--- config.mk ---
export PLATFORM = sky130hd
export DESIGN_NAME = vending_param_flat
export DESIGN_NICKNAME = d
export VERILOG_FILES = /design/src/rtl/vending_pkg.sv /design/src/rtl/vending_param_if.sv /design/src/rtl/vending_change_split.sv /design/src/rtl/vending_param.sv /design/src/flat_wrapper.sv
export SDC_FILE = /design/constraint.sdc
export NUM_CORES = 1
export LEC_CHECK = 0
export BUFFER_PORTS_ARGS = -buffer_cell sky130_fd_sc_hd__buf_2
export CORE_ASPECT_RATIO = 0.75
export CORE_MARGIN = 1.5
export CORE_UTILIZATION = 60
export CTS_BUF_LIST = sky130_fd_sc_hd__clkbuf_16
export CTS_CLUSTER_SIZE = 8
export DETAILED_ROUTE_END_ITERATION = 16
export PLACE_DENSITY = 0.89
export SETUP_SLACK_MARGIN = 0.3
export SLEW_MARGIN = 0
export SYNTH_ARGS = -nofsm -noshare
export SYNTH_HDL_FRONTEND = slang
export SYNTH_SLANG_ARGS = --single-unit
--- constraint.sdc ---
create_clock -name clk -period 5.1 [get_ports clk]
set_clock_uncertainty 0.2 [all_clocks]
set_input_delay 0.51 -clock clk [delete_from_list [all_inputs] [get_ports clk]]
set_output_delay 0.51 -clock clk [all_outputs]
set_load 0.005 [all_outputs]
--- src/rtl/vending_pkg.sv ---
// vending_pkg: shared state encoding and bill values for the vending machine
package vending_pkg;
  typedef enum logic [1:0] {IDLE, VEND, CHG1, CHG5} state_t;
  localparam int BILL1  = 1;
  localparam int BILL5  = 5;
  localparam int BILL10 = 10;
endpackage

--- src/rtl/vending_param_if.sv ---
// vending_param_if: bill acceptor inputs and dispenser/changer outputs
interface vending_param_if #(parameter int CW = 4);
  logic m1, m5, m10, cancel;
  logic open, c1, c5, busy;
  logic [CW-1:0] credit;
  modport master (output m1, m5, m10, cancel, input open, c1, c5, busy, credit);
  modport slave (input m1, m5, m10, cancel, output open, c1, c5, busy, credit);
endinterface

--- src/rtl/vending_change_split.sv ---
// vending_change_split: splits an amount into 1k/5k bill counts
module vending_change_split #(
  parameter int CW = 4,
  parameter bit C5_EN = 1'b1
) (
  input  logic [CW-1:0] change,
  output logic [CW-1:0] n1,
  output logic [CW-1:0] n5
);
  assign n5 = C5_EN ? change / CW'(5) : '0;
  assign n1 = C5_EN ? change % CW'(5) : change;
endmodule

--- src/rtl/vending_param.sv ---
// vending_param: Moore vending FSM with parametrised price, refund and change pay-out
module vending_param
  import vending_pkg::*;
#(
  parameter int PRICE = 2,
  parameter bit C5_EN = 1'b1,
  localparam int CW = $clog2(PRICE + 10)
) (
  input logic clk,
  input logic reset,
  vending_param_if.slave bus
);
  state_t state, state_n;
  logic [CW-1:0] credit, credit_n, n1, n1_n, n5, n5_n;
  logic [CW-1:0] bill, sum, change, s1, s5;
  logic one_hot, refund;
  assign one_hot = ({1'b0, bus.m1} + {1'b0, bus.m5} + {1'b0, bus.m10}) == 2'd1;
  assign bill = !one_hot ? '0 : bus.m1 ? CW'(BILL1) : bus.m5 ? CW'(BILL5) : CW'(BILL10);
  assign sum = credit + bill;
  assign refund = bus.cancel && credit != '0;
  // one splitter serves both the refund and the post-vend change
  assign change = bus.cancel ? credit : sum - CW'(PRICE);
  vending_change_split #(.CW(CW), .C5_EN(C5_EN)) u_split (
    .change(change),
    .n1(s1),
    .n5(s5)
  );
  always_comb begin
    state_n = state;
    credit_n = credit;
    n1_n = n1;
    n5_n = n5;
    case (state)
      IDLE: begin
        if (refund) begin
          state_n = s1 != '0 ? CHG1 : CHG5;
          credit_n = '0;
          n1_n = s1;
          n5_n = s5;
        end else if (!bus.cancel) begin
          if (sum >= CW'(PRICE)) begin
            state_n = VEND;
            credit_n = '0;
            n1_n = s1;
            n5_n = s5;
          end else credit_n = sum;
        end
      end
      VEND: state_n = n1 != '0 ? CHG1 : n5 != '0 ? CHG5 : IDLE;
      CHG1: begin
        n1_n = n1 - 1'b1;
        if (n1 == CW'(1)) state_n = n5 != '0 ? CHG5 : IDLE;
      end
      CHG5: begin
        n5_n = n5 - 1'b1;
        if (n5 == CW'(1)) state_n = IDLE;
      end
    endcase
  end
  always_ff @(posedge clk or posedge reset) begin
    if (reset) begin
      state <= IDLE;
      credit <= '0;
      n1 <= '0;
      n5 <= '0;
    end else begin
      state <= state_n;
      credit <= credit_n;
      n1 <= n1_n;
      n5 <= n5_n;
    end
  end
  assign bus.open = state == VEND;
  assign bus.c1 = state == CHG1;
  assign bus.c5 = state == CHG5;
  assign bus.busy = state != IDLE;
  assign bus.credit = credit;
endmodule

--- src/flat_wrapper.sv ---
// flat-port wrapper written by rule: the top's interface ports become plain ports
module vending_param_flat import vending_pkg::*;
#(
  parameter int PRICE = 2,
  parameter bit C5_EN = 1'b1,
  localparam int CW = $clog2(PRICE + 10)
)
  (clk, reset, bus_m1, bus_m5, bus_m10, bus_cancel, bus_open, bus_c1, bus_c5, bus_busy, bus_credit);
  vending_param_if #(.CW(($clog2(2 + 10)))) bus_i ();
  input logic clk;
  input logic reset;
  input wire logic [$bits(bus_i.m1)-1:0] bus_m1;
  input wire logic [$bits(bus_i.m5)-1:0] bus_m5;
  input wire logic [$bits(bus_i.m10)-1:0] bus_m10;
  input wire logic [$bits(bus_i.cancel)-1:0] bus_cancel;
  output wire logic [$bits(bus_i.open)-1:0] bus_open;
  output wire logic [$bits(bus_i.c1)-1:0] bus_c1;
  output wire logic [$bits(bus_i.c5)-1:0] bus_c5;
  output wire logic [$bits(bus_i.busy)-1:0] bus_busy;
  output wire logic [$bits(bus_i.credit)-1:0] bus_credit;
  assign bus_i.m1 = bus_m1;
  assign bus_i.m5 = bus_m5;
  assign bus_i.m10 = bus_m10;
  assign bus_i.cancel = bus_cancel;
  assign bus_open = bus_i.open;
  assign bus_c1 = bus_i.c1;
  assign bus_c5 = bus_i.c5;
  assign bus_busy = bus_i.busy;
  assign bus_credit = bus_i.credit;
  vending_param #(.PRICE(PRICE), .C5_EN(C5_EN)) u_core (.clk(clk), .reset(reset), .bus(bus_i));
endmodule
== After elaboration in Yosys (flattened, before gate mapping) ==
Index checks and enable logic that the tools add are counted.
Operators by class
  add/sub/neg operators: 6
  divide/modulo/power cells: 2
  magnitude comparators: 1
  equality and inequality tests: 11
  mux-type cells: 24
  reduce and logical (&&, ||, !) cells: 13
Operators with widths (number)
  4-bit two-way mux: 13
  4-bit case mux with 2 select lines: 2
  4-bit nonzero test: 4
  2-bit two-way mux: 7
  4-bit by 1-bit == test with 1-bit output (second input constant): 2
  2-bit case mux with 4 select lines: 1
  4-bit by 1-bit subtractor with 4-bit output (second input constant): 2
  2-bit by 1-bit inequality test with 1-bit output (second input constant): 3
  3-bit AND reduction: 2
  2-bit nonzero test: 3
  4-bit adder: 1
  4-bit by 3-bit divider with 4-bit output (second input constant): 1
  2-bit by 1-bit == test with 1-bit output (second input constant): 2
  2-bit == test (second input constant): 2
  4-bit by 2-bit greater-or-equal comparator with 1-bit output (second input constant): 1
  4-bit by 3-bit modulo with 4-bit output (second input constant): 1
  4-bit AND reduction: 1
  4-bit by 2-bit subtractor with 4-bit output (second input constant): 1
  3-bit by 1-bit inequality test with 1-bit output (second input constant): 1
  3-bit by 2-bit inequality test with 1-bit output (second input constant): 1
  1-bit by 1-bit adder with 2-bit output: 1
  2-bit by 1-bit adder with 2-bit output: 1
  2-bit zero test: 1
  2-bit AND reduction: 1
  other kinds (2): 2
Storage, ports and cells
  register bits: 14
  output and inout bits: 8

== Logic depth before layout (Yosys ltp) ==
  word-level depth: 12
  depth in mapped cells: 15
  gate-level depth less buffers: 15

== Cells and area by module ==
A second synthesis with hierarchy kept.
Unflattened totals
  cells, all modules: 185
  area, all modules: 1560.2 um^2
By module, submodules not included
  vending_param: instances 1, cells each 148, area each 1305.0 um^2, seq. area each 350.3 um^2
  vending_change_split: instances 1, cells each 37, area each 255.2 um^2, seq. area each 0.0 um^2

== Least setup slack after synthesis ==
No wires, ideal clock.
  path kind: input to register
  start: input port bus_m10
  end: register u_core.n1[1]
  library setup time: 0.082 ns
  data arrival time: 4.004 ns
  required time: 4.818 ns
  path slack: 0.815 ns
  stages on the path: 15
  buffers on the path: 0
  cell sequence: inv_1 fa_1 nand2b_1 a21oi_1 ha_1 fa_1 xor2_1 inv_1 ha_1 or2_2 a211oi_1 nor4_4 xor2_2 or4_1 a31oi_1
Between the ends
  longest elaborated chain between the ends: 11
Ends and longest elaborated chain
  from (decl): line flat_wrapper.sv:14  | input wire logic [$bits(bus_i.m10)-1:0] bus_m10;
  2-bit by 1-bit adder with 2-bit output (*): line vending_param.sv:17  | assign one_hot = ({1'b0, bus.m1} + {1'b0, bus.m5} + {1'b0, bus.m10}) == 2'd1;
  2-bit by 1-bit == test with 1-bit output (*): line vending_param.sv:17
  4-bit two-way mux (*): line vending_param.sv:18  | assign bill = !one_hot ? '0 : bus.m1 ? CW'(BILL1) : bus.m5 ? CW'(BILL5) : CW'(BILL10);
  4-bit adder (*): line vending_param.sv:19  | assign sum = credit + bill;
  4-bit by 2-bit subtractor with 4-bit output: line vending_param.sv:22  | assign change = bus.cancel ? credit : sum - CW'(PRICE);
  4-bit two-way mux: line vending_param.sv:22
  4-bit by 3-bit modulo with 4-bit output: line vending_change_split.sv:11  | assign n1 = C5_EN ? change % CW'(5) : change;
  4-bit two-way mux: line vending_param.sv:41  | if (sum >= CW'(PRICE)) begin
  4-bit two-way mux: line vending_param.sv:40  | end else if (!bus.cancel) begin
  4-bit two-way mux: line vending_param.sv:35  | if (refund) begin
  4-bit case mux with 2 select lines: line vending_param.sv:33  | case (state)
  to (signal assigned): line vending_param.sv:69  | n1 <= n1_n;
  to (decl): line vending_param.sv:14  | logic [CW-1:0] credit, credit_n, n1, n1_n, n5, n5_n;
Every way passes the cells marked *; elsewhere a longest branch is shown, timed or not. The select of a mux whose other input is x is not followed.
A chain may end at the register's enable or synchronous reset.

== Worst setup path in the final report ==
  start: input port bus_m5
  end: register u_core.n1[2]
Between the ends
  longest elaborated chain between the ends: 12
Ends and longest elaborated chain
  from (decl): line flat_wrapper.sv:13  | input wire logic [$bits(bus_i.m5)-1:0] bus_m5;
  1-bit by 1-bit adder with 2-bit output: line vending_param.sv:17
  2-bit by 1-bit adder with 2-bit output: line vending_param.sv:17
  2-bit by 1-bit == test with 1-bit output: line vending_param.sv:17
  4-bit two-way mux (*): line vending_param.sv:18
  4-bit adder (*): line vending_param.sv:19
  4-bit by 2-bit subtractor with 4-bit output: line vending_param.sv:22
  4-bit two-way mux: line vending_param.sv:22
  4-bit by 3-bit modulo with 4-bit output: line vending_change_split.sv:11
  4-bit two-way mux: line vending_param.sv:41
  4-bit two-way mux: line vending_param.sv:40
  4-bit two-way mux: line vending_param.sv:35
  4-bit case mux with 2 select lines: line vending_param.sv:33
Marked as above.

==> flow_summary.json <==
{
  "io_pins": 14,
  "cts_setup_buffers": 0,
  "cpPeakStageDelay_ns": 0.54,
  "drtIter0Drc": 132,
  "synth_nets": 203,
  "syn_avg_cell_area_um2": 8.37,
  "route.detailed.drc": 0,
  "ys_seq_area_share_pct": 23.0,
  "portBuffers": 13,
  "cts_tree": "built",
  "fin_crit_ns": 4.40,
  "synth_area_leaders": "dfrtp_1 (23%), ha_1 (11%), mux2i_1 (5.3%), inv_1 (4.2%), nor2_1 (3.7%)",
  "syn_inst": 182,
  "finalNetCount": 217,
  "peakVddDrop_mv": 0.202,
  "drtPass1Iterations": 6,
  "dieArea_um2": 2850,
  "core_um2": 2350,
  "clock_latency_ns": 0.24,
  "p_int_uw": 482,
  "p_clk_share_pct": 16.4,
  "cp-end-kind": "flip-flop",
  "clockRootBuffer": "clkbuf_16",
  "status": "complete, no violations",
  "slew-limit-headroom_pct": 57.7,
  "syn_to_final_growth_pct": 11.3,
  "synth_top_area_cell": "dfrtp_1",
  "ctsHoldBuffers": 0,
  "finalWorstSetupSlack_ns": 0.700,
  "rows": 15,
  "hold_path.class": "in -> async",
  "critPathMaxFanout": 5,
  "wl_per_cell_um": 17.1,
  "grt_max_degree": 18,
  "setup_tns_ns": 0,
  "leakage_nw": 0.789,
  "crit_arrival_ns": 4.33,
  "synth_top_area_share_pct": 23.0,
  "crit_chain": "buf_2 -> inv_1 -> fa_1 -> or4b_4 -> clkinv_2 -> fa_1 -> xor2_1 -> inv_1 -> ha_1 -> or2_2 -> a211oi_1 -> nor4_4 -> xnor2_1 -> mux2_1 -> a31o_1",
  "finalMaxSlewViolations": 0,
  "swShare_pct": 46.8,
  "grt_pass1_wl_um": 6420,
  "vias": 1519,
  "clockBufferDepth": 2,
  "preCtsSetupSlack_ns": 0.476,
  "rsz0062_at_grt": "no",
  "antenna_found_initial": 0,
  "synth_cell_types": 53,
  "grt_pass1_vias": 1353,
  "holdWs_ns": 0.101,
  "rr_worst_depth": 11,
  "vias_per_cell": 6.63,
  "required_ns": 5.03,
  "yosysWarnings": 0,
  "cp_num_buf_inv": 4,
  "h-tree-depth": 1,
  "cp.depth": 15,
  "p_per_area_nw_per_um2": 535,
  "grt-ovfl-total": 0,
  "p_switching_uw": 424,
  "seqPwrFrac_pct": 22.8,
  "tightest_slew_ns": 0.617,
  "startpoint_type": "primary input",
  "path_class": "in -> reg",
  "setup_viol": 0,
  "die_h_um": 46.6,
  "n_fill_cell": 181,
  "cts.sinks": 14,
  "dp_cells": 225,
  "grt_usage_pct": 31.0,
  "fmax_ghz": 0.227,
  "post_cts_resized": 0,
  "place_hpwl_um": 2850,
  "synth_edf_count": 0,
  "comb_power_share_pct": 60.8,
  "hold_viol_final": 0,
  "diodes": 0,
  "maxCapViolCount": 0,
  "fin_cells": 229,
  "final_common_cell": "inv_1",
  "initial_core_util_pct": 64.9,
  "drive_gt1_share_pct": 12.3,
  "drtAntennaViolNets": 0,
  "synth-seq-cells": 14,
  "crit_family": "simple AND/OR/NAND/NOR gates",
  "synthArstFlopShare_pct": 100,
  "wirelength_um": 3910,
  "most-common-layout-cells": "inv_1 (17), nor2_1 (15), dfrtp_1 (14)",
  "die_x_um": 61.2,
  "numCtsBuffers": 3,
  "critPathSlowestCell": "or4b_4",
  "clkTransAtPathRegs_ns": 0.05,
  "syn_area_um2": 1520,
  "finalCritPeriodShare_pct": 86.3,
  "place_congestion": 0.957,
  "synthFlopType": "dfrtp_1"
}
[sequential cells by signal, summed over array words and instances (netlist names)]
register and flops:
u_core.state 2, u_core.bus.credit 4, u_core.n1 4, u_core.n5 4
[synthesized netlist by cell type, drive strengths merged, types with 2 or more instances]
| cell type | instances |
|---|---|
| mux2i | 8 |
| o211ai | 2 |
| fa | 2 |
| inv | 17 |
| mux2 | 2 |
| xor2 | 2 |
| a21oi | 9 |
| o2bb2ai | 2 |
| ha | 13 |
| a22oi | 3 |
| xnor2 | 3 |
| o21ai | 11 |
| a211oi | 3 |
| nor2b | 6 |
| nand2b | 3 |
| a32oi | 2 |
| nand2 | 13 |
| nor2 | 15 |
| a31o | 2 |
| nand3 | 6 |
| a2111oi | 3 |
| a31oi | 3 |
| and2 | 2 |
| dfrtp | 14 |
| clkbuf | 4 |
| a32o | 2 |
| nor3 | 8 |
| nor4 | 4 |
[stage by stage]
step	power [mW]	utilization (%)	instance area (um2)
finish	0.907	72.2	1690
global route	0.979	72.2	1690
CTS	0.895	72.2	1690
detailed placement	0.730	68.9	1620
global placement	0.701	68.9	1620
floorplan	0.606	-	1520
[area by class of cell]
| class | count | area [um2] | area share, % |
|---|---|---|---|
| Clock buffer | 3 | 75.1 | 4.43 |
| Inverter | 18 | 68.8 | 4.06 |
| Timing Repair Buffer | 13 | 65.1 | 3.84 |
| Sequential cell | 14 | 350 | 20.7 |
| Multi-Input combinational cell | 146 | 1090 | 64.3 |
| Clock inverter | 1 | 3.75 | 0.222 |
| Tap cell | 34 | 42.5 | 2.51 |
[logic make-up (layout without fill, tap and decap cells)]
logic type	after synthesis	in the layout	share of synthesized area, %
compound gates	51	51	24.3
xor+xnor	6	6	4.85
fa+ha+maj	15	15	13.3
buf+inv	22	35	5.50
flops	14	14	23.0
mux	10	10	6.74
simple gates	64	64	22.3
[power groups by stage]
stage | registers, mW | clock network [mW] | logic [mW]
final | 0.207 | 0.149 | 0.551
after global routing | 0.213 | 0.154 | 0.612
after CTS | 0.205 | 0.147 | 0.542
after detailed placement | 0.206 | 0 | 0.524
after global placement | 0.201 | 0 | 0.500
after floorplan | 0.194 | 0 | 0.412
[path summary, 6_finish.rpt]
check	startpoint	end	slack, ns
max	bus_m5	u_core.n1[2]$_DFFE_PP0P_	0.70
min	reset	u_core.bus.credit[2]$_DFFE_PP0P_	0.10
min reg2reg	u_core.n5[3]$_DFFE_PP0P_	u_core.n5[3]$_DFFE_PP0P_	0.33
max in group asynchronous	reset	u_core.state[0]$_DFFE_PP0P_	4.24
min in group clk	u_core.n5[3]$_DFFE_PP0P_	u_core.n5[3]$_DFFE_PP0P_	0.33
max reg2reg	u_core.bus.credit[0]$_DFFE_PP0P_	u_core.n1[2]$_DFFE_PP0P_	1.36
[per-layer routing]
layer  routed length [um]  part of all wire (%)  global-route usage (%)  vias up
met5                    0                     0                       0        -
met4                  115                   2.9                    10.9        0
met3                  350                   9.0                    6.74       16
met2                 1840                    47                    49.8       98
met1                 1600                    41                    41.0      710
li1                     -                     -                       -      695
Note: power is estimated with default switching activity, not from simulation.
